<file path="src/rtl/display_scan_ctrl_pkg.sv">
// Shared definitions for the seven-segment scan controller.
//   SEG_OFF    - all segments dark (active-low drive)
//   AN_OFF     - all anodes released, sized for the widest legal display
//   phase_t    - per-slot phase: dead time first, then drive
//   cnt_width  - register width needed to hold 0..n-1 (never less than 1)
package display_scan_ctrl_pkg;

    localparam int MAX_DIGITS = 8;

    localparam logic [6:0]            SEG_OFF = 7'h7F;
    localparam logic [MAX_DIGITS-1:0] AN_OFF  = '1;

    typedef enum logic {
        BLANK = 1'b0,
        DRIVE = 1'b1
    } phase_t;

    function automatic int cnt_width(input int n);
        return (n <= 2) ? 1 : $clog2(n);
    endfunction

endpackage

</file>
<file path="src/rtl/display_scan_ctrl.sv">
// Time-multiplexed scan controller for a multi-digit common-anode display.
// Each digit slot is TICK_DIV cycles: BLANK_CYCLES of all-off dead time,
// then the rest driving one anode. New digits are latched into a shadow
// only at the frame boundary (last cycle of the last slot) so a frame never
// shows a mix of old and new data.
//   clk, rst_n   - clock, async active-low reset
//   digits_in    - nibbles, [3:0] = digit 0 (rightmost)
//   dp_in        - decimal point per digit
//   digit_en     - live per-digit enable
//   lz_blank     - live leading-zero suppression enable
//   update_req   - producer has new data, held until update_ack
//   update_ack   - one-cycle pulse after the boundary that loaded the shadow
//   dec_x/dec_seg- nibble out to / segments back from the external decoder
//   seg_n, dp_n, an_n - registered active-low display drive
//   frame_start  - one-cycle pulse as digit 0's slot begins
module display_scan_ctrl
    import display_scan_ctrl_pkg::*;
#(
    parameter int NUM_DIGITS   = 4,
    parameter int TICK_DIV     = 50000,
    parameter int BLANK_CYCLES = 500
) (
    input  logic                    clk,
    input  logic                    rst_n,
    input  logic [4*NUM_DIGITS-1:0] digits_in,
    input  logic [NUM_DIGITS-1:0]   dp_in,
    input  logic [NUM_DIGITS-1:0]   digit_en,
    input  logic                    lz_blank,
    input  logic                    update_req,
    output logic                    update_ack,
    output logic [3:0]              dec_x,
    input  logic [6:0]              dec_seg,
    output logic [6:0]              seg_n,
    output logic                    dp_n,
    output logic [NUM_DIGITS-1:0]   an_n,
    output logic                    frame_start
);

    localparam int CW = cnt_width(TICK_DIV);
    localparam int IW = cnt_width(NUM_DIGITS);

    localparam logic [CW-1:0]         CNT_LAST   = CW'(TICK_DIV - 1);
    localparam logic [CW-1:0]         BLANK_LAST = CW'(BLANK_CYCLES - 1);
    localparam logic [IW-1:0]         IDX_LAST   = IW'(NUM_DIGITS - 1);
    localparam logic [NUM_DIGITS-1:0] AN_ALL_OFF = AN_OFF[NUM_DIGITS-1:0];

    logic [CW-1:0] cnt;
    logic [IW-1:0] idx;
    phase_t        phase, phase_nxt;

    logic [NUM_DIGITS-1:0][3:0] shadow_digits;
    logic [NUM_DIGITS-1:0]      shadow_dp;

    logic slot_end, frame_end;

    assign slot_end  = (cnt == CNT_LAST);
    assign frame_end = slot_end && (idx == IDX_LAST);

    // ---------------- slot counter / digit index ----------------
    always_ff @(posedge clk or negedge rst_n) begin
        if (!rst_n) begin
            cnt <= '0;
            idx <= '0;
        end else if (slot_end) begin
            cnt <= '0;
            idx <= (idx == IDX_LAST) ? '0 : idx + 1'b1;
        end else begin
            cnt <= cnt + 1'b1;
        end
    end

    // ---------------- phase FSM ----------------
    always_ff @(posedge clk or negedge rst_n) begin
        if (!rst_n) phase <= BLANK;
        else        phase <= phase_nxt;
    end

    // BLANK_LAST < CNT_LAST always, so the two transitions never collide.
    always_comb begin
        phase_nxt = phase;
        case (phase)
            BLANK:   if (cnt == BLANK_LAST) phase_nxt = DRIVE;
            DRIVE:   if (slot_end)          phase_nxt = BLANK;
            default: phase_nxt = BLANK;
        endcase
    end

    // ---------------- shadow + handshake ----------------
    always_ff @(posedge clk or negedge rst_n) begin
        if (!rst_n) begin
            shadow_digits <= '0;
            shadow_dp     <= '0;
            update_ack    <= 1'b0;
            frame_start   <= 1'b0;
        end else begin
            frame_start <= frame_end;
            update_ack  <= frame_end && update_req;
            if (frame_end && update_req) begin
                shadow_digits <= digits_in;
                shadow_dp     <= dp_in;
            end
        end
    end

    // ---------------- suppression ----------------
    // zero_above[i] = shadow nibbles i..NUM_DIGITS-1 are all zero.
    logic [NUM_DIGITS:0] zero_above;

    always_comb begin
        zero_above             = '0;
        zero_above[NUM_DIGITS] = 1'b1;
        for (int i = NUM_DIGITS - 1; i >= 0; i--)
            zero_above[i] = zero_above[i+1] & ~|shadow_digits[i];
    end

    logic suppressed;
    assign suppressed = !digit_en[idx] ||
                        (lz_blank && (idx != '0) && zero_above[idx]);

    assign dec_x = shadow_digits[idx];

    // ---------------- registered drive ----------------
    logic [6:0]            seg_nxt;
    logic                  dp_nxt;
    logic [NUM_DIGITS-1:0] an_nxt;

    always_comb begin
        seg_nxt = SEG_OFF;
        dp_nxt  = 1'b1;
        an_nxt  = AN_ALL_OFF;
        if (phase == DRIVE && !suppressed) begin
            an_nxt[idx] = 1'b0;
            seg_nxt     = dec_seg;
            dp_nxt      = ~shadow_dp[idx];
        end
    end

    always_ff @(posedge clk or negedge rst_n) begin
        if (!rst_n) begin
            seg_n <= SEG_OFF;
            dp_n  <= 1'b1;
            an_n  <= AN_ALL_OFF;
        end else begin
            seg_n <= seg_nxt;
            dp_n  <= dp_nxt;
            an_n  <= an_nxt;
        end
    end

endmodule

</file>
<file path="config.mk">
export PLATFORM = sky130hd
export DESIGN_NAME = display_scan_ctrl
export DESIGN_NICKNAME = d
export VERILOG_FILES = /design/src/rtl/display_scan_ctrl_pkg.sv /design/src/rtl/display_scan_ctrl.sv
export SDC_FILE = /design/constraint.sdc
export NUM_CORES = 1
export LEC_CHECK = 0
export CORE_AREA = 8 8 87 89
export DETAILED_ROUTE_END_ITERATION = 7
export DIE_AREA = 0 0 95 97
export DONT_BUFFER_PORTS = 1
export PLACE_DENSITY_LB_ADDON = 0.08
export SKIP_LAST_GASP = 1
export SLEW_MARGIN = 20
export SYNTH_ARGS = -nofsm -noshare
export SYNTH_HDL_FRONTEND = slang
export SYNTH_SLANG_ARGS = --single-unit
</file>
<file path="constraint.sdc">
create_clock -name clk -period 2.25 [get_ports clk]
set_input_delay 0.1125 -clock clk [delete_from_list [all_inputs] [get_ports clk]]
set_output_delay 0.1125 -clock clk [all_outputs]
set_load 0.01 [all_outputs]
</file>
==> results of run 1 <==
## layer usage
metal  up-vias  part of all wire  GRT usage  wire length [um]
met1       795              0.46     0.1588              2338
met2        61              0.44     0.1745              2275
li1        743                 -          -                 -
met4         0             0.015    0.04327                75
met5         -                 0          0                 0
met3         5             0.083    0.03555               427
## stage by stage
| stage | setup WS [ns] | area [um2] | std cells | total power, mW |
|---|---|---|---|---|
| 2_1_floorplan | 0.4210 | 2386 | 191 | 0.9728 |
| 3_3_place_gp | 0.3340 | 2505 | 267 | 0.9728 |
| 3_5_place_dp | 0.2808 | 2505 | 267 | 0.9728 |
| 4_1_cts | 0.2681 | 2903 | 304 | 1.591 |
| 5_1_grt | 0.1508 | 2903 | 304 | 1.630 |
| 6_report | 0.2778 | 2903 | 304 | 1.562 |
## report_power, final
| part | internal (mW) | total [mW] | switching (mW) |
|---|---|---|---|
| Combinational | 0.0387 | 0.0646 | 0.0259 |
| Sequential | 0.953 | 0.953 | 0 |
| Clock | 0.222 | 0.544 | 0.322 |
## synthesized netlist by cell type, drive strengths merged, types with 3 or more instances
library cell	count	share of area
inv	7	0.011
buf	4	0.014
nor4	11	0.038
nand4	5	0.013
nand3	10	0.021
mux2	22	0.10
dfrtp	41	0.43
nand4b	3	0.011
nand2	15	0.024
ha	5	0.026
dfstp	12	0.13
nor3	4	0.0084
xnor2	8	0.029
nor2	20	0.031
mux4	6	0.057
xor2	5	0.018
clkbuf	3	0.0047
## cell families (layout without fill, tap and decap cells)
logic type               Yosys count  count (layout)  synth area share
AO/OA/AOI/OAI                      6               6           0.01573
adder cells (fa/ha/maj)            5               5           0.02622
flip-flops                        53              53            0.5621
AND/OR/NAND/NOR                   72              72            0.1584
multiplexers                      28              28            0.1605
buffers and inverters             14              50           0.02937
XOR/XNOR                          13              13           0.04772
## sequential cells by signal (all words and copies together) (netlist names)
register,cells
cnt,16
shadow_digits,16
seg_n,7
an_n,4
shadow_dp,4
idx,2
dp_n,1
frame_start,1
phase,1
update_ack,1
## final timing paths
check / from / end / slack, ns / depth (start not counted)
max: cnt[10]$_DFF_PN0_ / shadow_digits[4]$_DFFE_PN0P_ / 0.28 / 5
min: update_req / update_ack$_DFF_PN0_ / 0.04 / 2
max reg2reg: cnt[10]$_DFF_PN0_ / shadow_digits[4]$_DFFE_PN0P_ / 0.28 / 5
min reg2reg: cnt[0]$_DFF_PN0_ / cnt[0]$_DFF_PN0_ / 0.50 / 1
max in group asynchronous: rst_n / seg_n[6]$_DFF_PN1_ / 1.66 / 2
min in group asynchronous: rst_n / shadow_digits[0]$_DFFE_PN0P_ / 0.31 / 2
## cell type report
cell class	count	area (um2)	area share
Clock inverter	3	21.27	0.007328
Multi-Input combinational cell	124	983.4	0.3388
Tap cell	77	96.34	0.03319
Inverter	7	26.28	0.009052
Timing Repair Buffer	35	365.4	0.1259
Clock buffer	5	68.82	0.02371
Sequential cell	53	1341	0.4621
==> impl_metrics.csv, run 1 <==
group,metric,value,unit
yosys,syn-num-nets,231,
yosys,ys_ff_latch,53,
clock_network,clk_path_buf_depth,2,
worst_setup_path,crit_path_max_incr_delay,0.45,ns
route,drtIter0Drc,85,
sta,rsz0062_at_grt,"false",
worst_setup_path,endpoint_kind,"flop",
yosys,synth_warnings,0,
sta,slew_headroom,0.7096,
yosys,ys_types,28,
worst_setup_path,crit_chain,"nor4_4, nand4_1, nor4_4, buf_12, mux2_2",
die,start_util,0.3846,
route,wl,5117,um
yosys,synthFlopType,"dfrtp_1",
sta,timing.hold.ws,0.04427,ns
clock_network,cts_tree,"built",
sta,tightest_slew,0.4316,ns
worst_setup_path,path_class,"flop to flop",
layout,mostFrequentLayoutCell,"dfrtp_1",
clock_network,post_cts_buffers,0,
route,firstDrtPassIters,4,
sta,fmax,507.1,MHz
run,cap_violations,0,
layout,antenna_cells,0,
route,viasPerCell,5.276,
layout,nets,266,
worst_setup_path,crit_fanout,20,
yosys,syn_area,0.002386,mm2
layout,area_growth,21.66,%
worst_setup_path,cp_slowest_cell,"dfrtp_1",
clock_network,hold_buffers,29,
sta,period_needed,1.972,ns
layout,fill_cells,557,
status,status,"finished clean",
die,core_area,0.006205,mm2
die,die_height,97,um
worst_setup_path,crit_arrival,2.17,ns
layout,final_core_util,0.4678,
worst_setup_path,crit_path_frequent_cell,"nor4_4",
clock_network,clkLatencyLatePin,0.31,ns
yosys,syn_inst,191,
clock_network,cts_buffers,5,
sta,drv_slew,0,
die,die_w,95,um
global_routing,grt_pass1_vias,1672,
hold_path,hold_class,"primary input to flop",
global_routing,grt_overflow,0,
yosys,synth_sequential_area_ratio,0.5621,
sta,tns,0,ns
placement,dpl.hpwl,3693,um
sta,fin_crit_sh,0.8765,
clock_network,h-tree-depth,2,
layout,layout_common_cells,"dfrtp_1, dlygate4sd3_1, mux2_2, nor2_1, nand2_1",
worst_setup_path,start_kind,"flop",
power,powerDensity,538.0,mW/mm2
sta,finalSetupViolCount,0,
placement,place.gp.congestion,0.8932,
clock_network,path_clk_slew,0.10,ns
die,ioPinCount,53,
global_routing,grt_max_degree,54,
placement,port_buffers,0,
route,antenna_left,0,
route,vias,1604,
worst_setup_path,crit_family,"simple AND/OR/NAND/NOR gates",
layout,final_layout_size_suffix_gt1_frac,0.2511,
yosys,async_flop_share,1.000,
clock_network,clock_sinks,53,
power,leakage,1.270,nW
die,num_rows,29,
yosys,synth_edf_count,0,
worst_setup_path,critical_path_buf_inv_count,1,
global_routing,grt_pass1_wl,8694,um
yosys,avgSynthCellArea,12.49,um2
power,ir_worst_vdd,0.0003563,V
route,drcViolationCount,0,
global_routing,antenna_found_initial,0,
sta,fin_worst_skew,0.007617,ns
route,routedWlPerCell,16.83,um
global_routing,track_usage,0.1185,
die,die_area,0.009215,mm2
sta,hold_viol,0,
worst_setup_path,critPathRequiredTime,2.45,ns
clock_network,cts_root_buf,"clkbuf_8",
clock_network,cts-resized-gates,0,
No activity file was read; power rests on OpenSTA's default activity.
==> inputs of run 2 (changes only) <==
--- a/config.mk
+++ b/config.mk
@@ -5,9 +5,10 @@
 export SDC_FILE = /design/constraint.sdc
 export NUM_CORES = 1
 export LEC_CHECK = 0
-export CORE_AREA = 8 8 87 89
+export ABC_AREA = 1
+export CORE_AREA = 8 8 92 94
 export DETAILED_ROUTE_END_ITERATION = 7
-export DIE_AREA = 0 0 95 97
+export DIE_AREA = 0 0 100 102
 export DONT_BUFFER_PORTS = 1
 export PLACE_DENSITY_LB_ADDON = 0.08
 export SKIP_LAST_GASP = 1
==> impl_metrics.csv, run 2 <==
group,metric,value,unit
route,antenna_left,0,
sta,finalSetupViolCount,0,
worst_setup_path,start_kind,"flop",
power,pwr-share-seq,0.597,
placement,place.gp.congestion,0.7918,
yosys,synth_top_area_cell,"dfrtp_1",
layout,postLayoutCellArea,0.003390,mm2
power,leakage,1.548,nW
hold_path,hold_end,"an_n[1]$_DFF_PN1_",
route,viasPerCell,4.805,
worst_setup_path,crit_path_frequent_cell,"nand2_1",
worst_setup_path,r2r_start,"cnt[0]$_DFF_PN0_",
route,drcViolationCount,0,
route,drtIter0Drc,127,
layout,layout_common_cells,"nand2_1, nor2_1, dlygate4sd3_1, dfrtp_1, inv_1",
worst_setup_path,crit_fanout,21,
placement,pre_cts_slack,0.4545,ns
die,die_height,102,um
route,vias,2340,
sta,fin_worst_skew,0.01608,ns
global_routing,grt_pass1_wl,12210,um
run,cap_violations,0,
clock_network,clkLatencyLatePin,0.32,ns
sta,tightest_slew,0.4626,ns
power,p_sw,0.3823,mW
layout,nets,427,
sta,fmax,479.9,MHz
route,routedWlPerCell,14.80,um
clock_network,clock_sinks,53,
yosys,synth_warnings,0,
yosys,ys_types,27,
yosys,synth.top_cell.area_share,0.3812,
layout,area_growth,25.94,%
status,status,"finished clean",
global_routing,grt_overflow,0,
yosys,async_flop_share,1.000,
clock_network,path_clk_slew,0.11,ns
worst_setup_path,r2r_setup_slack,0.17,ns
worst_setup_path,reg2reg_to,"shadow_digits[15]$_DFFE_PN0P_",
yosys,synth_common_cells,"nand2_1, nor2_1, dfrtp_1",
power,combPwrFrac,0.044,
clock_network,h-tree-depth,2,
yosys,synthFlopType,"dfrtp_1",
die,die_w,100,um
sta,tns,0,ns
global_routing,grt_max_degree,54,
yosys,synth_most_common_cell,"nand2_1",
sta,period_needed,2.084,ns
route,firstDrtPassIters,4,
power,p_clk_frac,0.360,
clock_network,cts_buffers,5,
power,switching_share,0.2393,
layout,mostFrequentLayoutCell,"nand2_1",
worst_setup_path,path_class,"flop to flop",
worst_setup_path,crit_chain,"ha_2, nand3_2, nor2_2, nand4_1, buf_4, nand2_1, nand2_1, dlygate4sd3_1",
sta,drv_slew,0,
yosys,avgSynthCellArea,7.986,um2
yosys,syn_area,0.002691,mm2
sta,timing.final.ws_setup,0.1663,ns
clock_network,clk_path_buf_depth,2,
worst_setup_path,crit_arrival,2.29,ns
layout,antenna_cells,0,
sta,hold_viol,0,
route,wl,7207,um
global_routing,track_usage,0.1498,
yosys,ys_ff_latch,53,
die,ioPinCount,53,
yosys,syn_inst,337,
placement,port_buffers,0,
die,num_rows,31,
power,p_int,1.215,mW
worst_setup_path,endpoint_kind,"flop",
yosys,synth_sequential_area_ratio,0.4984,
yosys,synth_edf_count,0,
die,core_area,0.007059,mm2
worst_setup_path,r2r_cells,8,
power,ir_worst_vdd,0.0002843,V
placement,dpl.hpwl,4610,um
layout,final_core_util,0.4801,
clock_network,cts_root_buf,"clkbuf_8",
die,die_area,0.01020,mm2
sta,slew_headroom,0.6892,
die,start_util,0.3812,
clock_network,cts_tree,"built",
power,powerDensity,471.4,mW/mm2
worst_setup_path,crit_path_max_incr_delay,0.57,ns
yosys,yosys-top-cells-area,"dfrtp_1, nand2_1, dfstp_2, nor2_1, nand4_1",
worst_setup_path,cp_slowest_cell,"dlygate4sd3_1",
hold_path,hold_class,"primary input to flop",
layout,top_regs,"cnt (16), shadow_digits (16), seg_n (7)",
sta,fin_crit_sh,0.9261,
hold_path,whs_path_depth,4,
worst_setup_path,critPathRequiredTime,2.46,ns
layout,final_layout_size_suffix_gt1_frac,0.09536,
hold_path,hp-start,"digit_en[0]",
placement,place_area,0.002766,mm2
yosys,syn-num-nets,377,
sta,timing.hold.ws,0.1719,ns
global_routing,grt_pass1_vias,2523,
global_routing,antenna_found_initial,0,
run 2: per-stage QoR:
step	power, mW	instances
2_1_floorplan	0.9808	337
3_3_place_gp	0.9748	429
3_5_place_dp	0.9747	429
4_1_cts	1.623	486
5_1_grt	1.654	487
6_report	1.598	487
run 2: layout make-up:
| type | instances | area, um2 |
|---|---|---|
| clock buffer | 5 | 68.82 |
| clock inverter | 3 | 22.52 |
| inverter | 35 | 132.6 |
| tap | 99 | 123.9 |
| timing repair buffer | 56 | 568.0 |
| fill | 683 | 3670 |
| multi-input combinational | 236 | 1131 |
| sequential | 53 | 1343 |
run 2: power by group through the flow:
stage                     logic (mW)  clock network (mW)  registers, mW
final                         0.0697               0.575          0.953
after global routing          0.0776               0.623          0.953
after CTS                     0.0708               0.599          0.953
after detailed placement     0.00373                   0          0.971
after global placement       0.00381                   0          0.971
after floorplan              0.00975                   0          0.971
run 2: worst max path at each step:
stage                               endpoint  cells past startpoint          startpoint  slack, ns
2_1_floorplan              an_n[0]$_DFF_PN1_                      7  idx[0]$_DFFE_PN0N_       0.73
3_3_place_gp               an_n[2]$_DFF_PN1_                      5  idx[1]$_DFFE_PN0N_       0.47
3_5_place_dp              seg_n[0]$_DFF_PN1_                      5  idx[1]$_DFFE_PN0N_       0.45
4_1_cts        shadow_digits[15]$_DFFE_PN0P_                      9    cnt[0]$_DFF_PN0_       0.02
5_1_grt        shadow_digits[15]$_DFFE_PN0P_                      8    cnt[0]$_DFF_PN0_     -0.009
6_report       shadow_digits[15]$_DFFE_PN0P_                      8    cnt[0]$_DFF_PN0_       0.17
run 2: repair_timing:
item | CTS | global route
hold buffers | 49 | 0
gates resized for setup | 0 | 6
setup buffers | 0 | 1
setup endpoints to repair | 0 | 19
endpoints found under the hold margin | 80 | 0
run 2: cell families after synthesis:
logic type | synth area share
buf+inv | 0.08414
simple gates | 0.3185
fa+ha+maj | 0.02325
compound gates | 0.04974
flops | 0.4984
xor+xnor | 0.02604
run 2: critical path, delay by kind of cell (launching register included):
| family | cells | cell delay (ns) |
|---|---|---|
| fa+ha+maj | 1 | 0.25 |
| simple gates | 5 | 0.52 |
| buf+inv | 2 | 0.79 |
| flops | 1 | 0.40 |
run 2: metal layers:
layer,global-route usage,part of all wire,vias to the layer above
li1,-,-,1176
met2,0.2519,0.47,63
met3,0.04087,0.065,7
met1,0.1844,0.45,1094
met5,0,0,-
met4,0.04070,0.011,0
==> inputs of run 3 (changes only) <==
--- a/config.mk
+++ b/config.mk
@@ -7,6 +7,7 @@
 export LEC_CHECK = 0
 export ABC_AREA = 1
 export CORE_AREA = 8 8 92 94
+export CTS_BUF_LIST = sky130_fd_sc_hd__clkbuf_16
 export DETAILED_ROUTE_END_ITERATION = 7
 export DIE_AREA = 0 0 100 102
 export DONT_BUFFER_PORTS = 1
==> impl_metrics.csv, run 3 (synthesis results as in run 2) <==
group,metric,value,unit
clock_network,cts_tree,"built",
worst_setup_path,r2r_setup_slack,0.13,ns
clock_network,clk_path_buf_depth,2,
layout,mostFrequentLayoutCell,"nand2_1",
placement,place.gp.congestion,0.7918,
route,firstDrtPassIters,4,
route,routedWlPerCell,14.81,um
hold_path,hold_class,"primary input to flop",
route,drcViolationCount,0,
die,die_w,100,um
worst_setup_path,r2r_cells,9,
sta,finalSetupViolCount,0,
sta,hold_viol,0,
clock_network,h-tree-depth,2,
route,wl_met3,441,um
global_routing,antenna_found_initial,0,
run,cap_violations,0,
route,wl,7200,um
layout,fill_cells,676,
layout,top_regs,"cnt (16), shadow_digits (16), seg_n (7)",
route,vias,2336,
worst_setup_path,endpoint_kind,"flop",
layout,final_core_util,0.4865,
sta,fin_worst_skew,0.01093,ns
power,leakage,1.566,nW
route,met2RoutedLength,3420,um
power,ir_worst_vdd,0.0003588,V
layout,area_growth,27.61,%
route,top_layer,"met4",
worst_setup_path,path_class,"flop to flop",
clock_network,clock_sinks,53,
power,powerDensity,525.2,mW/mm2
worst_setup_path,crit_end,"shadow_digits[7]$_DFFE_PN0P_",
clock_network,post_cts_buffers,0,
die,num_rows,31,
worst_setup_path,r2r_start,"cnt[0]$_DFF_PN0_",
global_routing,track_usage,0.1504,
clock_network,path_clk_slew,0.08,ns
clock_network,cts_root_buf,"clkbuf_16",
clock_network,cts_buffers,5,
layout,nets,426,
worst_setup_path,critPathRequiredTime,2.49,ns
layout,final_layout_size_suffix_gt1_frac,0.08786,
sta,fmax,472.7,MHz
global_routing,grt_pass1_wl,12300,um
route,drtIter0Drc,105,
sta,slew_headroom,0.6849,
placement,port_buffers,0,
die,die_area,0.01020,mm2
placement,dpl.hpwl,4610,um
sta,period_needed,2.116,ns
sta,tightest_slew,0.4691,ns
layout,layout_common_cells,"nand2_1, nor2_1, dlygate4sd3_1, dfrtp_1, inv_1",
sta,timing.final.ws_setup,0.1343,ns
die,ioPinCount,53,
global_routing,grt_pass1_vias,2498,
sta,fin_crit_sh,0.9403,
route,viasPerCell,4.807,
route,antenna_left,0,
sta,drv_slew,0,
layout,antenna_cells,0,
die,core_area,0.007059,mm2
die,start_util,0.3812,
worst_setup_path,crit_start,"cnt[0]$_DFF_PN0_",
worst_setup_path,reg2reg_to,"shadow_digits[7]$_DFFE_PN0P_",
worst_setup_path,start_kind,"flop",
status,status,"finished clean",
worst_setup_path,crit_arrival,2.36,ns
global_routing,grt_overflow,0,
die,die_height,102,um
route,wl_met1,3270,um
clock_network,clkLatencyLatePin,0.29,ns
worst_setup_path,crit_fanout,27,
global_routing,grt_max_degree,54,
placement,pre_cts_slack,0.4545,ns
-- run 3: layer usage --
| metal | track usage | vias to the layer above |
|---|---|---|
| met2 | 0.2550 | 54 |
| met3 | 0.04087 | 6 |
| met1 | 0.1854 | 1102 |
| met5 | 0 | - |
| li1 | - | 1174 |
| met4 | 0.03605 | 0 |
-- run 3: through the flow --
stage | cells | area (um2) | hold slack, ns | total power, mW | setup TNS (ns)
after floorplan | 337 | 2691 | -0.1831 | 0.9808 | 0
after global placement | 429 | 2766 | -0.1807 | 0.9748 | 0
after detailed placement | 429 | 2766 | -0.1811 | 0.9747 | 0
after CTS | 486 | 3422 | 0.2000 | 1.830 | 0
after global routing | 486 | 3435 | 0.2248 | 1.874 | -0.03217
final | 486 | 3435 | 0.2043 | 1.804 | 0
-- run 3: how the worst min path moves through the flow --
stage,start,endpoint,slack (ns),cells past startpoint
2_1_floorplan,rst_n,cnt[0]$_DFF_PN0_,-0.18,0
3_3_place_gp,rst_n,cnt[11]$_DFF_PN0_,-0.18,0
3_5_place_dp,rst_n,cnt[11]$_DFF_PN0_,-0.18,0
4_1_cts,digit_en[0],an_n[0]$_DFF_PN1_,0.20,4
5_1_grt,digit_en[0],seg_n[2]$_DFF_PN1_,0.22,4
6_report,digit_en[0],seg_n[1]$_DFF_PN1_,0.20,4
-- run 3: worst max-delay path, cell delays in order, from the launching register on --
cell and delay [ns]:
dfrtp_1 0.43, ha_2 0.27, nand3_2 0.13, clkinv_2 0.10, nand2_2 0.06, nor2_4 0.10
buf_8 0.20, nand4_1 0.11, dlygate4sd3_1 0.59, nand2_1 0.06
-- run 3: area by class of cell --
class,count,area [um2],share of cell area
clock buffer,5,125.1,0.03643
clock inverter,3,22.52,0.006557
inverter,35,132.6,0.03862
multi-input combinational,236,1129,0.3286
sequential,53,1341,0.3905
tap,99,123.9,0.03607
timing repair buffer,55,560.5,0.1632
-- run 3: power breakdown --
group | internal [mW] | switching [mW]
logic | 0.0401 | 0.0298
clock network | 0.415 | 0.366
registers | 0.953 | 0
-- run 3: timing repair --
action | CTS | global route
resized for setup | 0 | 4
endpoints found under the hold margin | 80 | 0
endpoints found under the setup margin | 0 | 19
hold buffers | 49 | 0
